### src/rtl/simon_play_sched_if.sv
// Handshake and read-port bundle between the Simon game FSM (master) and the
// sequence store / playback scheduler (slave).
interface simon_play_sched_if #(
  parameter int unsigned IDXW = 4
) ();
  logic            gen_req;
  logic            play_req;
  logic [IDXW:0]   play_len;
  logic            play_abort;
  logic            busy;
  logic            gen_done;
  logic            play_done;
  logic [3:0]      led;
  logic [IDXW-1:0] rd_idx;
  logic [1:0]      rd_val;

  modport master (
    output gen_req, play_req, play_len, play_abort, rd_idx,
    input  busy, gen_done, play_done, led, rd_val
  );

  modport slave (
    input  gen_req, play_req, play_len, play_abort, rd_idx,
    output busy, gen_done, play_done, led, rd_val
  );
endinterface

### src/rtl/simon_play_sched.sv
// Simon sequence store and playback scheduler: fills an N-entry colour memory
// from a free-running Galois LFSR, then plays the first len colours on the LEDs
// with an LED-on time that shrinks as the round grows.
// Build option: SIMON_SCHED_NO_REPEAT_EN makes GEN bump a colour that would
// repeat its predecessor, so no two adjacent stored colours match.
module simon_play_sched #(
  parameter int unsigned N       = 16,
  parameter int unsigned IDXW    = 4,
  parameter int unsigned BASE_ON = 6,
  parameter int unsigned MIN_ON  = 2,
  parameter int unsigned GAP     = 2
) (
  input logic               clk_tick,
  input logic               reset_n,
  simon_play_sched_if.slave bus
);

  localparam int unsigned CNTW      = 8;
  localparam int unsigned LENW      = IDXW + 1;
  localparam logic [15:0] LFSR_SEED = 16'hACE1;
  localparam logic [15:0] LFSR_MASK = 16'hB400;

  localparam logic [2:0] S_IDLE = 3'd0;
  localparam logic [2:0] S_GEN  = 3'd1;
  localparam logic [2:0] S_ON   = 3'd2;
  localparam logic [2:0] S_GAP  = 3'd3;
  localparam logic [2:0] S_DONE = 3'd4;

  logic [2:0]      state_q, state_d;
  logic [15:0]     lfsr_q, lfsr_d;
  logic [IDXW-1:0] idx_q, idx_d;
  logic [LENW-1:0] len_q, len_d;
  logic [CNTW-1:0] cnt_q, cnt_d;
  logic [CNTW-1:0] on_t_q, on_t_d;
  logic [3:0]      led_q, led_d;
  logic            busy_q, busy_d;
  logic            gen_done_q, gen_done_d;
  logic            play_done_q, play_done_d;

  logic [1:0]      mem_q [N];
  logic            mem_we;
  logic [IDXW-1:0] mem_waddr;
  logic [1:0]      mem_wdata;

  logic [LENW-1:0] play_len_c;
  logic [CNTW-1:0] on_t_c;
  logic [CNTW-1:0] on_shr_c;
  logic [CNTW-1:0] on_diff_c;
  logic [IDXW-1:0] idx_inc_c;
  logic [1:0]      gen_wdata_c;

  // Clamp the requested length and derive the saturating LED-on time.
  always_comb begin
    play_len_c = (bus.play_len > LENW'(N)) ? LENW'(N) : bus.play_len;
    on_shr_c   = CNTW'(play_len_c >> 2);
    on_diff_c  = (CNTW'(BASE_ON) > on_shr_c) ? (CNTW'(BASE_ON) - on_shr_c) : '0;
    on_t_c     = (on_diff_c < CNTW'(MIN_ON)) ? CNTW'(MIN_ON) : on_diff_c;
    idx_inc_c  = idx_q + IDXW'(1);
  end

  // Colour written during GEN: raw LFSR bits, optionally bumped to avoid a repeat.
`ifdef SIMON_SCHED_NO_REPEAT_EN
  logic [1:0] gen_prev_c;
  always_comb begin
    gen_prev_c  = mem_q[idx_q - IDXW'(1)];
    gen_wdata_c = ((idx_q != '0) && (lfsr_q[1:0] == gen_prev_c)) ?
                  (lfsr_q[1:0] + 2'd1) : lfsr_q[1:0];
  end
`else
  always_comb begin
    gen_wdata_c = lfsr_q[1:0];
  end
`endif

  // Next-state and registered-output logic.
  always_comb begin
    state_d     = state_q;
    lfsr_d      = {1'b0, lfsr_q[15:1]} ^ (lfsr_q[0] ? LFSR_MASK : 16'h0000);
    idx_d       = idx_q;
    len_d       = len_q;
    cnt_d       = cnt_q;
    on_t_d      = on_t_q;
    led_d       = led_q;
    busy_d      = busy_q;
    gen_done_d  = 1'b0;
    play_done_d = 1'b0;
    mem_we      = 1'b0;
    mem_waddr   = idx_q;
    mem_wdata   = gen_wdata_c;

    case (state_q)
      S_IDLE: begin
        if (bus.gen_req) begin
          state_d = S_GEN;
          idx_d   = '0;
          busy_d  = 1'b1;
          led_d   = 4'b0000;
        end else if (bus.play_req) begin
          len_d  = play_len_c;
          on_t_d = on_t_c;
          idx_d  = '0;
          busy_d = 1'b1;
          if (play_len_c == '0) begin
            state_d = S_DONE;
            led_d   = 4'b0000;
          end else begin
            state_d = S_ON;
            led_d   = 4'b0001 << mem_q[0];
            cnt_d   = on_t_c - CNTW'(1);
          end
        end
      end

      S_GEN: begin
        if (bus.play_abort) begin
          state_d = S_IDLE;
          busy_d  = 1'b0;
        end else begin
          mem_we = 1'b1;
          if (idx_q == IDXW'(N - 1)) begin
            state_d    = S_IDLE;
            busy_d     = 1'b0;
            gen_done_d = 1'b1;
          end else begin
            idx_d = idx_inc_c;
          end
        end
      end

      S_ON: begin
        if (bus.play_abort) begin
          state_d = S_IDLE;
          busy_d  = 1'b0;
          led_d   = 4'b0000;
        end else if (cnt_q == '0) begin
          state_d = S_GAP;
          led_d   = 4'b0000;
          cnt_d   = CNTW'(GAP - 1);
        end else begin
          cnt_d = cnt_q - CNTW'(1);
        end
      end

      S_GAP: begin
        if (bus.play_abort) begin
          state_d = S_IDLE;
          busy_d  = 1'b0;
          led_d   = 4'b0000;
        end else if (cnt_q == '0) begin
          if ((LENW'(idx_q) + LENW'(1)) == len_q) begin
            state_d = S_DONE;
          end else begin
            state_d = S_ON;
            idx_d   = idx_inc_c;
            led_d   = 4'b0001 << mem_q[idx_inc_c];
            cnt_d   = on_t_q - CNTW'(1);
          end
        end else begin
          cnt_d = cnt_q - CNTW'(1);
        end
      end

      S_DONE: begin
        state_d     = S_IDLE;
        busy_d      = 1'b0;
        led_d       = 4'b0000;
        play_done_d = 1'b1;
      end

      default: begin
        state_d = S_IDLE;
        busy_d  = 1'b0;
        led_d   = 4'b0000;
      end
    endcase
  end

  // State and output registers with asynchronous reset.
  always_ff @(posedge clk_tick or negedge reset_n) begin
    if (!reset_n) begin
      state_q     <= S_IDLE;
      lfsr_q      <= LFSR_SEED;
      idx_q       <= '0;
      len_q       <= '0;
      cnt_q       <= '0;
      on_t_q      <= '0;
      led_q       <= 4'b0000;
      busy_q      <= 1'b0;
      gen_done_q  <= 1'b0;
      play_done_q <= 1'b0;
    end else begin
      state_q     <= state_d;
      lfsr_q      <= lfsr_d;
      idx_q       <= idx_d;
      len_q       <= len_d;
      cnt_q       <= cnt_d;
      on_t_q      <= on_t_d;
      led_q       <= led_d;
      busy_q      <= busy_d;
      gen_done_q  <= gen_done_d;
      play_done_q <= play_done_d;
    end
  end

  // Colour memory: deliberately not cleared by reset.
  always_ff @(posedge clk_tick) begin
    if (mem_we) begin
      mem_q[mem_waddr] <= mem_wdata;
    end
  end

  assign bus.busy      = busy_q;
  assign bus.gen_done  = gen_done_q;
  assign bus.play_done = play_done_q;
  assign bus.led       = led_q;
  assign bus.rd_val    = mem_q[bus.rd_idx];

endmodule

### src/flat_wrapper.sv
// flat-port wrapper written by rule: the top's interface ports become plain ports
module simon_play_sched_flat 
#(
  parameter int unsigned N       = 16,
  parameter int unsigned IDXW    = 4,
  parameter int unsigned BASE_ON = 6,
  parameter int unsigned MIN_ON  = 2,
  parameter int unsigned GAP     = 2
)
  (clk_tick, reset_n, bus_gen_req, bus_play_req, bus_play_len, bus_play_abort, bus_rd_idx, bus_busy, bus_gen_done, bus_play_done, bus_led, bus_rd_val);
  simon_play_sched_if #(.IDXW(IDXW)) bus_i ();
  input logic clk_tick;
  input logic reset_n;
  input wire logic [$bits(bus_i.gen_req)-1:0] bus_gen_req;
  input wire logic [$bits(bus_i.play_req)-1:0] bus_play_req;
  input wire logic [$bits(bus_i.play_len)-1:0] bus_play_len;
  input wire logic [$bits(bus_i.play_abort)-1:0] bus_play_abort;
  input wire logic [$bits(bus_i.rd_idx)-1:0] bus_rd_idx;
  output wire logic [$bits(bus_i.busy)-1:0] bus_busy;
  output wire logic [$bits(bus_i.gen_done)-1:0] bus_gen_done;
  output wire logic [$bits(bus_i.play_done)-1:0] bus_play_done;
  output wire logic [$bits(bus_i.led)-1:0] bus_led;
  output wire logic [$bits(bus_i.rd_val)-1:0] bus_rd_val;
  assign bus_i.gen_req = bus_gen_req;
  assign bus_i.play_req = bus_play_req;
  assign bus_i.play_len = bus_play_len;
  assign bus_i.play_abort = bus_play_abort;
  assign bus_i.rd_idx = bus_rd_idx;
  assign bus_busy = bus_i.busy;
  assign bus_gen_done = bus_i.gen_done;
  assign bus_play_done = bus_i.play_done;
  assign bus_led = bus_i.led;
  assign bus_rd_val = bus_i.rd_val;
  simon_play_sched #(.N(N), .IDXW(IDXW), .BASE_ON(BASE_ON), .MIN_ON(MIN_ON), .GAP(GAP)) u_core (.clk_tick(clk_tick), .reset_n(reset_n), .bus(bus_i));
endmodule
### config.mk
export PLATFORM = sky130hd
export DESIGN_NAME = simon_play_sched_flat
export DESIGN_NICKNAME = d
export VERILOG_FILES = /design/src/rtl/simon_play_sched_if.sv /design/src/rtl/simon_play_sched.sv /design/src/flat_wrapper.sv
export SDC_FILE = /design/constraint.sdc
export NUM_CORES = 1
export LEC_CHECK = 0
export CAP_MARGIN = 10
export CORE_MARGIN = 2
export CORE_UTILIZATION = 33
export DETAILED_ROUTE_END_ITERATION = 10
export SETUP_SLACK_MARGIN = 0.02
export SYNTH_ARGS = -nofsm -noshare
export SYNTH_HDL_FRONTEND = slang
export SYNTH_SLANG_ARGS = --single-unit
export TNS_END_PERCENT = 30
### constraint.sdc
create_clock -name clk_tick -period 11.5 [get_ports clk_tick]
set_clock_uncertainty 0.15 [all_clocks]
set_input_delay 3.45 -clock clk_tick [delete_from_list [all_inputs] [get_ports clk_tick]]
set_output_delay 3.45 -clock clk_tick [all_outputs]
set_load 0.1 [all_outputs]
# [After elaboration in Yosys (flattened, before gate mapping)]
# Memory sizes are Yosys's and may differ from the RTL's.
# Cells that the tools add are included.
[classes] add_sub_neg=6 order_cmp=3 n_eq_ne=22 n_shift=2 n_mux=55 n_bitwise=3 n_reduce_logical=12
[op_table] op="$mux 8" count=10
[op_table] op="$mux 4" count=15
[op_table] op="$mux 3" count=10
[op_table] op="$pmux 8 s3" count=1
[op_table] op="$sub 8x1->8 const B" count=3
[op_table] op="$mux 16" count=1
[op_table] op="$ne 2x2->1 const B" count=8
[op_table] op="$pmux 4 s4" count=1
[op_table] op="$xor 15x16->16" count=1
[op_table] op="$reduce_and 7->1" count=2
[op_table] op="$mux 1" count=13
[op_table] op="$pmux 3 s4" count=1
[op_table] op="$pmux 4 s3" count=1
[op_table] op="$ne 3x2->1 const B" count=3
[op_table] op="$ne 3x3->1 const B" count=3
[op_table] op="$logic_not 8->1" count=1
[op_table] op="$lt 8x2->1 const B" count=1
[op_table] op="$shl 1x2->4 const A" count=2
[op_table] op="$eq 3x2->1 const B" count=2
[op_table] op="$reduce_and 3->1" count=2
[op_table] op="$reduce_bool 3->1" count=2
[op_table] op="$add 4x1->5 const B" count=1
[op_table] op="$eq 5x5->1" count=1
[op_table] op="$gt 5x5->1 const B" count=1
[op_table] op="15 further kinds" count=17
[word_totals] ff_bits=51 ram_bits=32 in_bits=14 mem_count=1
[memory_table] memory="u_core.mem_q" depth=16 word_bits=2 read_ports=3 rd_clocked_by_memory_dff=0 write_ports=1 line="simon_play_sched.sv:40" rtl="logic [1:0] mem_q [N];"

# [Depth between registers and ports, before layout]
[depth] ltp_word=11 mapped_depth=10

# [Least setup slack after synthesis]
# Ideal clock, no wire load.
[synth_timing] kind="input-to-output" from="in bus_rd_idx[1]" to="out bus_rd_val[0]" t_arrival_ns=5.170 t_required_ns=7.900 setup_slack_ns=2.730 path_stages=3 n_path_buf=1 cell_sequence="clkbuf_1 mux4_2 mux4_2"
[synth_between] elab_chain_len=1
[synth_lines] element="start: declaration" line="flat_wrapper.sv:18" rtl="input wire logic [$bits(bus_i.rd_idx)-1:0] bus_rd_idx;"
[synth_lines] element="$mem_v2 16x2"
[synth_lines] element="end: declaration" line="flat_wrapper.sv:23" rtl="output wire logic [$bits(bus_i.rd_val)-1:0] bus_rd_val;"
# Every way passes these cells.

# [Worst setup path after layout]
# Ends and elaborated chain as after synthesis.

==> impl_results.md <==
- Clock transition at path regs: 60 ps
- Number of flops mapped to enable cells by yosys: 32
- Slew at the pin closest to its max-slew limit: 970 ps
- # H-tree levels: 3
- CTS resizes: 0
- Bufs on Longest Clock Path: 2
- CTS Root Cell: clkbuf_16
- Die width: 117 µm
- Initial core utilization: 33.5%
- Area growth from synthesis to layout: 16.3%
- #FFs+latches synth: 79
- DRT Pass-1 Iters: 4
- Critical Path RT: 7900 ps
- Syn_nets: 370
- Total CTS buffers: 9
- DP Worst Slack: 1600 ps
- Hold buffers post-CTS: 0
- Core Box Area: 12500 µm²
- Io pins: 23
- Number of global-route vias before repair: 2839
- Unrepaired setup endpoints after global routing: false
- Fill cells: 1217
- FF-to-FF End: u_core.cnt_q[1]$_DFFE_PN0P_
- Tot Pwr: 1070 µW
- CP max FO: 8
- Die area: 13600 µm²
- Starting DRT DRC Count: 159
- CTS Sinks: 79
- Wirelength, routed: 8.79 mm
- Final Wtd Congestion: 0.800
- Largest net degree at the start of global routing: 48
- WL/cell: 16.2 µm
- Ys flop type: dfrtp_1
- TritonCTS clock tree: built
- Share of cells above drive strength 1: 16.8%
- Post-CTS setup buffer count: 0
- N_diodes: 0
- Setup TNS: 0 ps
- Relative slew slack: 35.1%
- Vias per cell: 5.25
- Post-synth ARST share: 59.5%
- Fmax: 101 MHz
- Largest stage delay, worst path: 980 ps
- Synth Cell Area: 4200 µm²
- Flop2flop setup slack: 8190 ps
- Synth unique cells: 67
- Clk Latency, worst-skew pair: 340 ps
- Cell count after synthesis: 346
- Worst-path cell chain: clkdlybuf4s50_1, mux4_2, mux4_2, clkdlybuf4s50_1
- Leak pwr: 0.00189 µW
- Via count: 2846
- Startpoint types: input pin
- Global-route wire length before repair: 14.8 mm
- DR DRC count: 0
- Initial antenna violation count: 0
- Worst min path class: reg -> reg
- CP Capture Type: output port
- DRT antenna net count: 0
- Final core utilization: 39.0%
- Worst Path Class, Setup: in -> out
- PD cells: 218 nW/µm²
- Die H: 117 µm
- CP startpoint: bus_rd_idx[1]
- Critical Path Slowest Stage Cell: clkdlybuf4s50_1
- Sequential share of the synthesized area: 51.1%
- Final hold viol count: 0
- Max VDD drop: 0.0746 mV
- Final-stage net count: 389
- GRT overflow: 0
- Final setup viols: 0
- Minimum clock period: 9860 ps
- IO Port Bufs: 22
- Max-cap violations: 0
- Fin crit share: 85.7%
- Fin. max-slew vios: 0
- Row Count: 41
- CP arrival: 6260 ps
- Critical Path End: bus_rd_val[0]
- Gr usage total: 14.1%
- Synthesis warning total: 0
- Reg2Reg Depth: 8
- Status: complete, no violations
- Post-DP HPWL: 6.19 mm
- RR Startpoint: u_core.idx_q[0]$_DFFE_PN0P_
- PnR worst setup slack: 1640 ps
- Average cell area after synthesis: 12.1 µm²
-- sequential cells by signal, indices dropped and copies added (netlist names) --
name,cells
u_core.bus.play_done,1
u_core.on_t_q,4
u_core.cnt_q,8
u_core.bus.led,4
u_core.bus.busy,1
u_core.idx_q,4
u_core.state_q,3
u_core.lfsr_q,16
u_core.mem_q,32
u_core.bus.gen_done,1
u_core.len_q,5
-- where the power goes --
group	internal (µW)	switching [µW]	leakage [µW]
registers	329	59.1	0.000940
clock network	177	122	0.000160
logic	154	225	0.000789
-- metrics by stage --
stage | cells | area (µm²) | hold slack, ps
after floorplan | 346 | 4200 | 181
after global placement | 526 | 4560 | 187
after detailed placement | 526 | 4560 | 187
after CTS | 542 | 4880 | 202
after global routing | 542 | 4880 | 205
final | 542 | 4880 | 199
-- how the worst min path moves through the flow --
stage	endpoint	slack, ps	cells past startpoint	startpoint
floorplan	u_core.lfsr_q[1]$_DFF_PN0_	180	0	u_core.lfsr_q[2]$_DFF_PN0_
global placement	u_core.lfsr_q[1]$_DFF_PN0_	190	0	u_core.lfsr_q[2]$_DFF_PN0_
detailed placement	u_core.lfsr_q[1]$_DFF_PN0_	190	0	u_core.lfsr_q[2]$_DFF_PN0_
CTS	u_core.lfsr_q[1]$_DFF_PN0_	200	0	u_core.lfsr_q[2]$_DFF_PN0_
global route	u_core.lfsr_q[1]$_DFF_PN0_	210	0	u_core.lfsr_q[2]$_DFF_PN0_
finish	u_core.lfsr_q[1]$_DFF_PN0_	200	0	u_core.lfsr_q[2]$_DFF_PN0_
-- area by class of cell --
type	instances	area, µm²	share of cell area (%)
Tap cell	172	215	4.41
Timing Repair Buffer	24	230	4.71
Multi-Input combinational cell	233	1900	39.0
Inverter	18	67.6	1.38
Clock buffer	11	275	5.64
Sequential cell	79	2150	44.0
Clock inverter	5	46.3	0.948
-- cell families after synthesis --
| group | count (synthesis) | share of synthesized area (%) |
|---|---|---|
| and+or+nand+nor | 114 | 14.4 |
| adders and majority gates | 10 | 2.98 |
| DFF | 79 | 51.1 |
| buffers and inverters | 34 | 3.55 |
| xor gates and xnor gates | 12 | 2.86 |
| AOI/OAI and AO/OA | 66 | 11.9 |
| muxes | 31 | 13.1 |
-- cell usage after synthesis, types with 2 or more instances --
cell type,number,area (µm²)
nor3_4,2,32.5
ha_1,10,125
a32o_1,2,20.0
nor2b_1,5,31.3
o21bai_1,2,15.0
nand3_1,5,25.0
nand3b_1,2,15.0
nor2_1,31,116
dfstp_2,8,210
clkbuf_1,11,41.3
xor2_1,9,78.8
mux4_2,18,405
a21o_1,2,15.0
o41ai_1,2,17.5
dfrtp_1,39,976
o21ai_0,18,90.1
nand4_1,2,12.5
buf_6,2,22.5
mux2_4,2,30.0
nor3_1,8,40.0
o221ai_1,7,61.3
nand2_1,28,105
mux2_2,4,45.0
inv_1,17,63.8
and2_1,2,12.5
nand2b_1,12,75.1
mux2i_1,6,60.1
a21oi_1,6,30.0
nor3b_1,4,30.0
or3_1,3,18.8
nor4_1,3,18.8
xnor2_1,2,17.5
o211ai_1,6,45.0
edfxtp_1,32,961
a22o_1,2,17.5
-- worst max-delay path: cells and delay by family --
kind | cells | cell delay (ps)
buf+inv | 2 | 1760
mux | 2 | 1040
-- cell usage in the layout (no fill, tap or decap), types with 7 or more instances in the layout --
master           Yosys  routed
nor3_1               8       8
nand2b_1            12      12
o21ai_0             18      18
ha_1                10      10
xor2_1               9       9
dfstp_2              8       8
edfxtp_1            32      32
nand2_1             28      28
o221ai_1             7       7
inv_1               17      17
dfrtp_1             39      39
nor2_1              31      31
clkdlybuf4s50_1      0      21
clkbuf_16            0      11
mux4_2              18      18
-- metal layers --
| layer | vias to the layer above | GRT usage, % | share of wire, % |
|---|---|---|---|
| li1 | 1330 | - | - |
| met1 | 1424 | 19.7 | 47 |
| met2 | 77 | 22.0 | 47 |
| met3 | 15 | 2.27 | 4.3 |
| met4 | 0 | 5.73 | 1.9 |
| met5 | - | 0 | 0 |
Power figures use the tool's default switching activity.
==> RTL edit 1 (same flow settings) <==
`IDXW` is set to 4 in 3 places; all go to 6.
--- a/src/rtl/simon_play_sched_if.sv
+++ b/src/rtl/simon_play_sched_if.sv
@@ -1,7 +1,7 @@
 // Handshake and read-port bundle between the Simon game FSM (master) and the
 // sequence store / playback scheduler (slave).
 interface simon_play_sched_if #(
-  parameter int unsigned IDXW = 4
+  parameter int unsigned IDXW = 6
 ) ();
   logic            gen_req;
   logic            play_req;
--- a/src/rtl/simon_play_sched.sv
+++ b/src/rtl/simon_play_sched.sv
@@ -5,7 +5,7 @@
 // repeat its predecessor, so no two adjacent stored colours match.
 module simon_play_sched #(
   parameter int unsigned N       = 16,
-  parameter int unsigned IDXW    = 4,
+  parameter int unsigned IDXW    = 6,
   parameter int unsigned BASE_ON = 6,
   parameter int unsigned MIN_ON  = 2,
   parameter int unsigned GAP     = 2
--- a/src/flat_wrapper.sv
+++ b/src/flat_wrapper.sv
@@ -2,7 +2,7 @@
 module simon_play_sched_flat 
 #(
   parameter int unsigned N       = 16,
-  parameter int unsigned IDXW    = 4,
+  parameter int unsigned IDXW    = 6,
   parameter int unsigned BASE_ON = 6,
   parameter int unsigned MIN_ON  = 2,
   parameter int unsigned GAP     = 2
Interface: changed (resized bus_play_len and bus_rd_idx); port bits go from 23 to 27. No check against the original RTL was run, so the function may have changed too.
==> RTL edit 1 against the unedited design <==
  * Area after synthesis grew 9.0%
  * Die area grew 8.7%
  * Power grew 0.26%
  * Sequential cell count grew 6
  * Critical path depth is the same
  * Final area grew 6.6%
  * Synthesized cell count grew 12%
  * Setup slack lost 27 ps
  * Sequential power grew 5%
  * Wire length grew 12%
  * Critical path type unchanged
  * Largest cell class unchanged
==> RTL edit 1: results (changes against the unedited design) <==
Outcome
  • Status: finished clean

Global route
  • All-layer global routing usage: 14.3% (+0.23 points)
  • Initial antenna violation count: 0 (unchanged)
  • Met2 usage: 20.5% (-1.5 points)
  • M3 GR Usage: 4.07% (+1.8 points)
  • Global-route wire length before repair: 16,400 microns (+11%)
  • Global-route met1 utilization: 20.6% (+0.97 points)
  • Number of global-route vias before repair: 3,115 (+9.7%)
  • Largest net degree at the start of global routing: 54 (+13%)

Synth
  • Post-synthesis sequential area ratio: 50.2% (-0.94 points)
  • Syn nets: 417 (+13%)
  • Synth top area cells: dfrtp_1 25%, edfxtp_1 21%, mux4_2 7.4%, dfstp_2 4.6%, mux4_1 2.9%
  • Ys async rst share: 62.4% (+2.9 points)
  • Ys flop type: dfrtp_1
  • Commonest cells in the netlist: 45 x dfrtp_1, 34 x nand2_1, 32 x edfxtp_1
  • Netlist cell types: 69 (+3.0%)
  • Syn avg cell area: 11.8 sq um (-3.0%)

CTS
  • Cts repair resizes: 0 (unchanged)
  • CTS Root Cell: clkbuf_16
  • Worst-Skew Late Latency: 350 ps
  • Clock-pin slew on the worst setup and hold paths: 60 ps (about the same)
  • Postcts setup bufs: 0 (unchanged)
  • Clk buf depth: 2 (unchanged)

Cells and area
  • Biggest regs: u_core.mem_q (32), u_core.lfsr_q (16), u_core.cnt_q (8)
  • Nets: 433 (+11%)
  • Fin cells: 590 (+8.9%)
  • Share of cells above drive strength 1: 12.2% (-4.6 points)
  • Antenna Diode Count: 0 (unchanged)
  • Fill cells: 1,333 (+9.5%)

Timing
  • Final Setup Violations: 0 (unchanged)
  • Final worst setup slack: 1610 ps (-27.0 ps)
  • Relative slew slack: 35.0% (-0.10 points)
  • WHS: 201 ps (+1.96 ps)
  • Fin Setup TNS: 0 ps (unchanged)
  • Slew Limit Fails: 0 (unchanged)

Place
  • DP Cell Count: 574 (+9.1%)
  • Port bufs: 24 (+9.1%)
  • Gpl congestion: 0.842 (+5.3%)
  • Post-DP HPWL: 6880 microns (+11%)

Worst setup path
  • Reg2reg setup slack: 7830 ps (-360 ps)
  • Worst R2R End: u_core.cnt_q[2]$_DFFE_PN0P_
  • Crit. Startpoint: bus_rd_idx[1]
  • Worst Setup EP: bus_rd_val[1]
  • Crit path max-delay family: buffers and inverters
  • R2R cell count: 8 (unchanged)
  • CP Data Arrival Time: 6290 ps (+30 ps)
  • Worst r2r src: u_core.idx_q[0]$_DFFE_PN0P_
  • Slowest cell on the critical path: clkdlybuf4s50_1

Routing
  • DR WL met3: 692 microns (+85%)
  • Routed via count: 3,177 (+12%)
  • Met1 WL: 4690 microns (+14%)
  • DR pass1 iterations: 6 (+2)
  • Drt initial violations: 226 (+42%)
  • DR WL/cell: 16.6 microns (+2.7%)
  • DR WL met2: 4300 microns (+4.3%)

Pwr
  • Static leakage: 0.00204 uW (+8.2%)
  • Peak VDD IR: 0.0000804 V (+7.8%)

Hold path
  • Critical hold path startpoint: u_core.lfsr_q[2]$_DFF_PN0_
[RTL edit 1: where the power goes]
part	internal (uW)	switching (uW)	leakage [uW]	total, uW
registers	346	60.9	0.00100	407
clock network	150	125	0.000134	275
logic	158	229	0.000909	387
[RTL edit 1: layout make-up]
type                    count  area (sq um)  share of cell area, %
well taps                 180           225                   4.33
clock inverters             6          51.3                  0.985
repair buffers             25           243                   4.66
inverters                  14          52.6                   1.01
multi-input cells         270          2110                   40.5
clock buffers              10           229                   4.40
flip-flops and latches     85          2300                   44.1
[RTL edit 1: through the flow]
step	area, sq um	power, uW
CTS	5210	1070
floorplan	4580	712
global route	5210	1130
global placement	4930	790
detailed placement	4930	795
finish	5210	1070
[RTL edit 1: logic make-up (layout without fill, tap and decap cells)]
family          count (synthesis)  in the layout  share of synthesized area (%)
compound gates                 82             82                           12.3
xor+xnor                       17             17                           3.75
fa+ha+maj                      10             10                           2.73
buf+inv                        34             55                           3.74
flops                          85             85                           50.2
mux                            26             26                           11.7
simple gates                  135            135                           15.6
==> RTL edit 2 (same settings) <==
Without the edit above. Reset style: synchronous (`reset_n`), changed in one clocked block. Comments in the files are not updated.
--- a/src/rtl/simon_play_sched.sv
+++ b/src/rtl/simon_play_sched.sv
@@ -176,7 +176,7 @@
   end
 
   // State and output registers with asynchronous reset.
-  always_ff @(posedge clk_tick or negedge reset_n) begin
+  always_ff @(posedge clk_tick) begin
     if (!reset_n) begin
       state_q     <= S_IDLE;
       lfsr_q      <= LFSR_SEED;
Behaviour: differs if reset_n is asserted again (counterexample within 4 cycles, from zero or initial values and one cycle with reset_n low); with reset_n held inactive, the same outputs for 10 cycles.
==> RTL edit 2 against the unedited design <==
  * Utilization fell by 0.23 points
  * Sequential power shrank 11%
  * Area after synthesis shrank 4.7%
  * Final area down 5.4%
  * Power fell by 15%
  * Sequential cell count did not move
  * Wire length about the same
  * Setup slack got worse by 13 ps
  * Critical path type unchanged
  * Critical endpoint unchanged
  * Highest routed layer unchanged
==> RTL edit 2: results (changes against the unedited design) <==
Outcome
  • Status: finished clean

Pwr
  • Static leakage: 0.00162 uW (-14%)
  • Flop pwr share: 38.3% (+1.9 points)
  • Power per cell area: 195 mW/mm^2 (-10%)
  • Clock network power share: 30.1% (+2.1 points)

Routing
  • Drt initial violations: 188 (+18%)
  • Routed via count: 2,854 (+0.28%)

Hold path
  • WHS Endpoint: u_core.lfsr_q[5]$_SDFF_PN1_
  • Critical hold path startpoint: u_core.lfsr_q[6]$_SDFF_PN1_

Cells and area
  • Fill cells: 1,151 (-5.4%)
  • Clock-cell share of area: 6.23% (-0.36 points)
  • Nets: 407 (+4.6%)
  • Non-clock buffer share of cell area: 5.09% (+0.38 points)
  • Share of cells above drive strength 1: 11.9% (-4.9 points)
  • FF+latch area: 0.00190 sq mm (-11%)
  • Signal inverters: 12 (-6)
  • Multi-input combinational cell area: 0.00197 sq mm (+3.4%)

Synth
  • Post-synthesis mux area share: 13.5% (+0.31 points)
  • Synth top area cells: edfxtp_1 24%, dfxtp_1 24%, mux4_2 10%, nor2_1 4.1%, ha_1 3.1%
  • Post-synthesis sequential area ratio: 47.5% (-3.6 points)
  • Xor and xnor fraction of the mapped netlist area: 3.63% (+0.77 points)
  • Netlist cell types: 55 (-18%)
  • Compound-Gate Fraction of Synth Area: 10.8% (-1.2 points)
  • Post-synthesis adder-cell area fraction: 3.13% (+0.15 points)
  • Ys async rst share: 0% (-59 points)

Global route
  • All-layer global routing usage: 14.2% (+0.15 points)
  • Largest net degree at the start of global routing: 28 (-42%)
  • Global-route wire length before repair: 14,500 microns (-1.8%)

Place
  • DP Worst Slack: 1580 ps (-17.9 ps)
  • Gpl congestion: 0.783 (-2.2%)
  • Post-DP HPWL: 6260 microns (+1.2%)

Worst setup path
  • Reg2reg setup slack: 8120 ps (-70 ps)

Timing
  • Relative slew slack: 35.6% (+0.44 points)
-- RTL edit 2: changes by cell type after synthesis, moves of 7 or more --
cell / before / now
nor2_1: 31 / 44
o21ai_0: 18 / 8
xnor2_1: 2 / 9
dfstp_2: 8 / 0
and2_1: 2 / 10
o221ai_1: 7 / 0
dfrtp_1: 39 / 0
dfxtp_1: 0 / 47
a21oi_1: 6 / 17
-- RTL edit 2: metrics by stage --
| step | std cells | hold slack (ps) | util [%] | area [sq um] |
|---|---|---|---|---|
| 4_1_cts | 535 | 260 | 38.8 | 4620 |
| 5_1_grt | 535 | 272 | 38.8 | 4620 |
| 6_report | 535 | 254 | 38.8 | 4620 |
| 3_5_place_dp | 519 | 248 | 36.4 | 4330 |
| 2_1_floorplan | 367 | 236 | - | 4000 |
| 3_3_place_gp | 519 | 241 | 36.4 | 4330 |
-- RTL edit 2: how the worst max path moves through the flow --
stage                     cells after the start     startpoint            end  slack, ps
final                                         4  bus_rd_idx[1]  bus_rd_val[0]       1630
after detailed placement                      4  bus_rd_idx[1]  bus_rd_val[0]       1580
after global placement                        4  bus_rd_idx[1]  bus_rd_val[1]       1650
after CTS                                     4  bus_rd_idx[1]  bus_rd_val[0]       1580
after floorplan                               3  bus_rd_idx[1]  bus_rd_val[0]       2730
after global routing                          4  bus_rd_idx[1]  bus_rd_val[0]       1510
-- RTL edit 2: metal layers --
| layer | vias to the layer above | global-route usage [%] | wire length, microns |
|---|---|---|---|
| li1 | 1379 | - | - |
| met1 | 1396 | 18.4 | 4100 |
| met2 | 58 | 23.4 | 4240 |
| met3 | 21 | 2.54 | 203 |
| met4 | 0 | 6.34 | 244 |
| met5 | - | 0 | 0 |
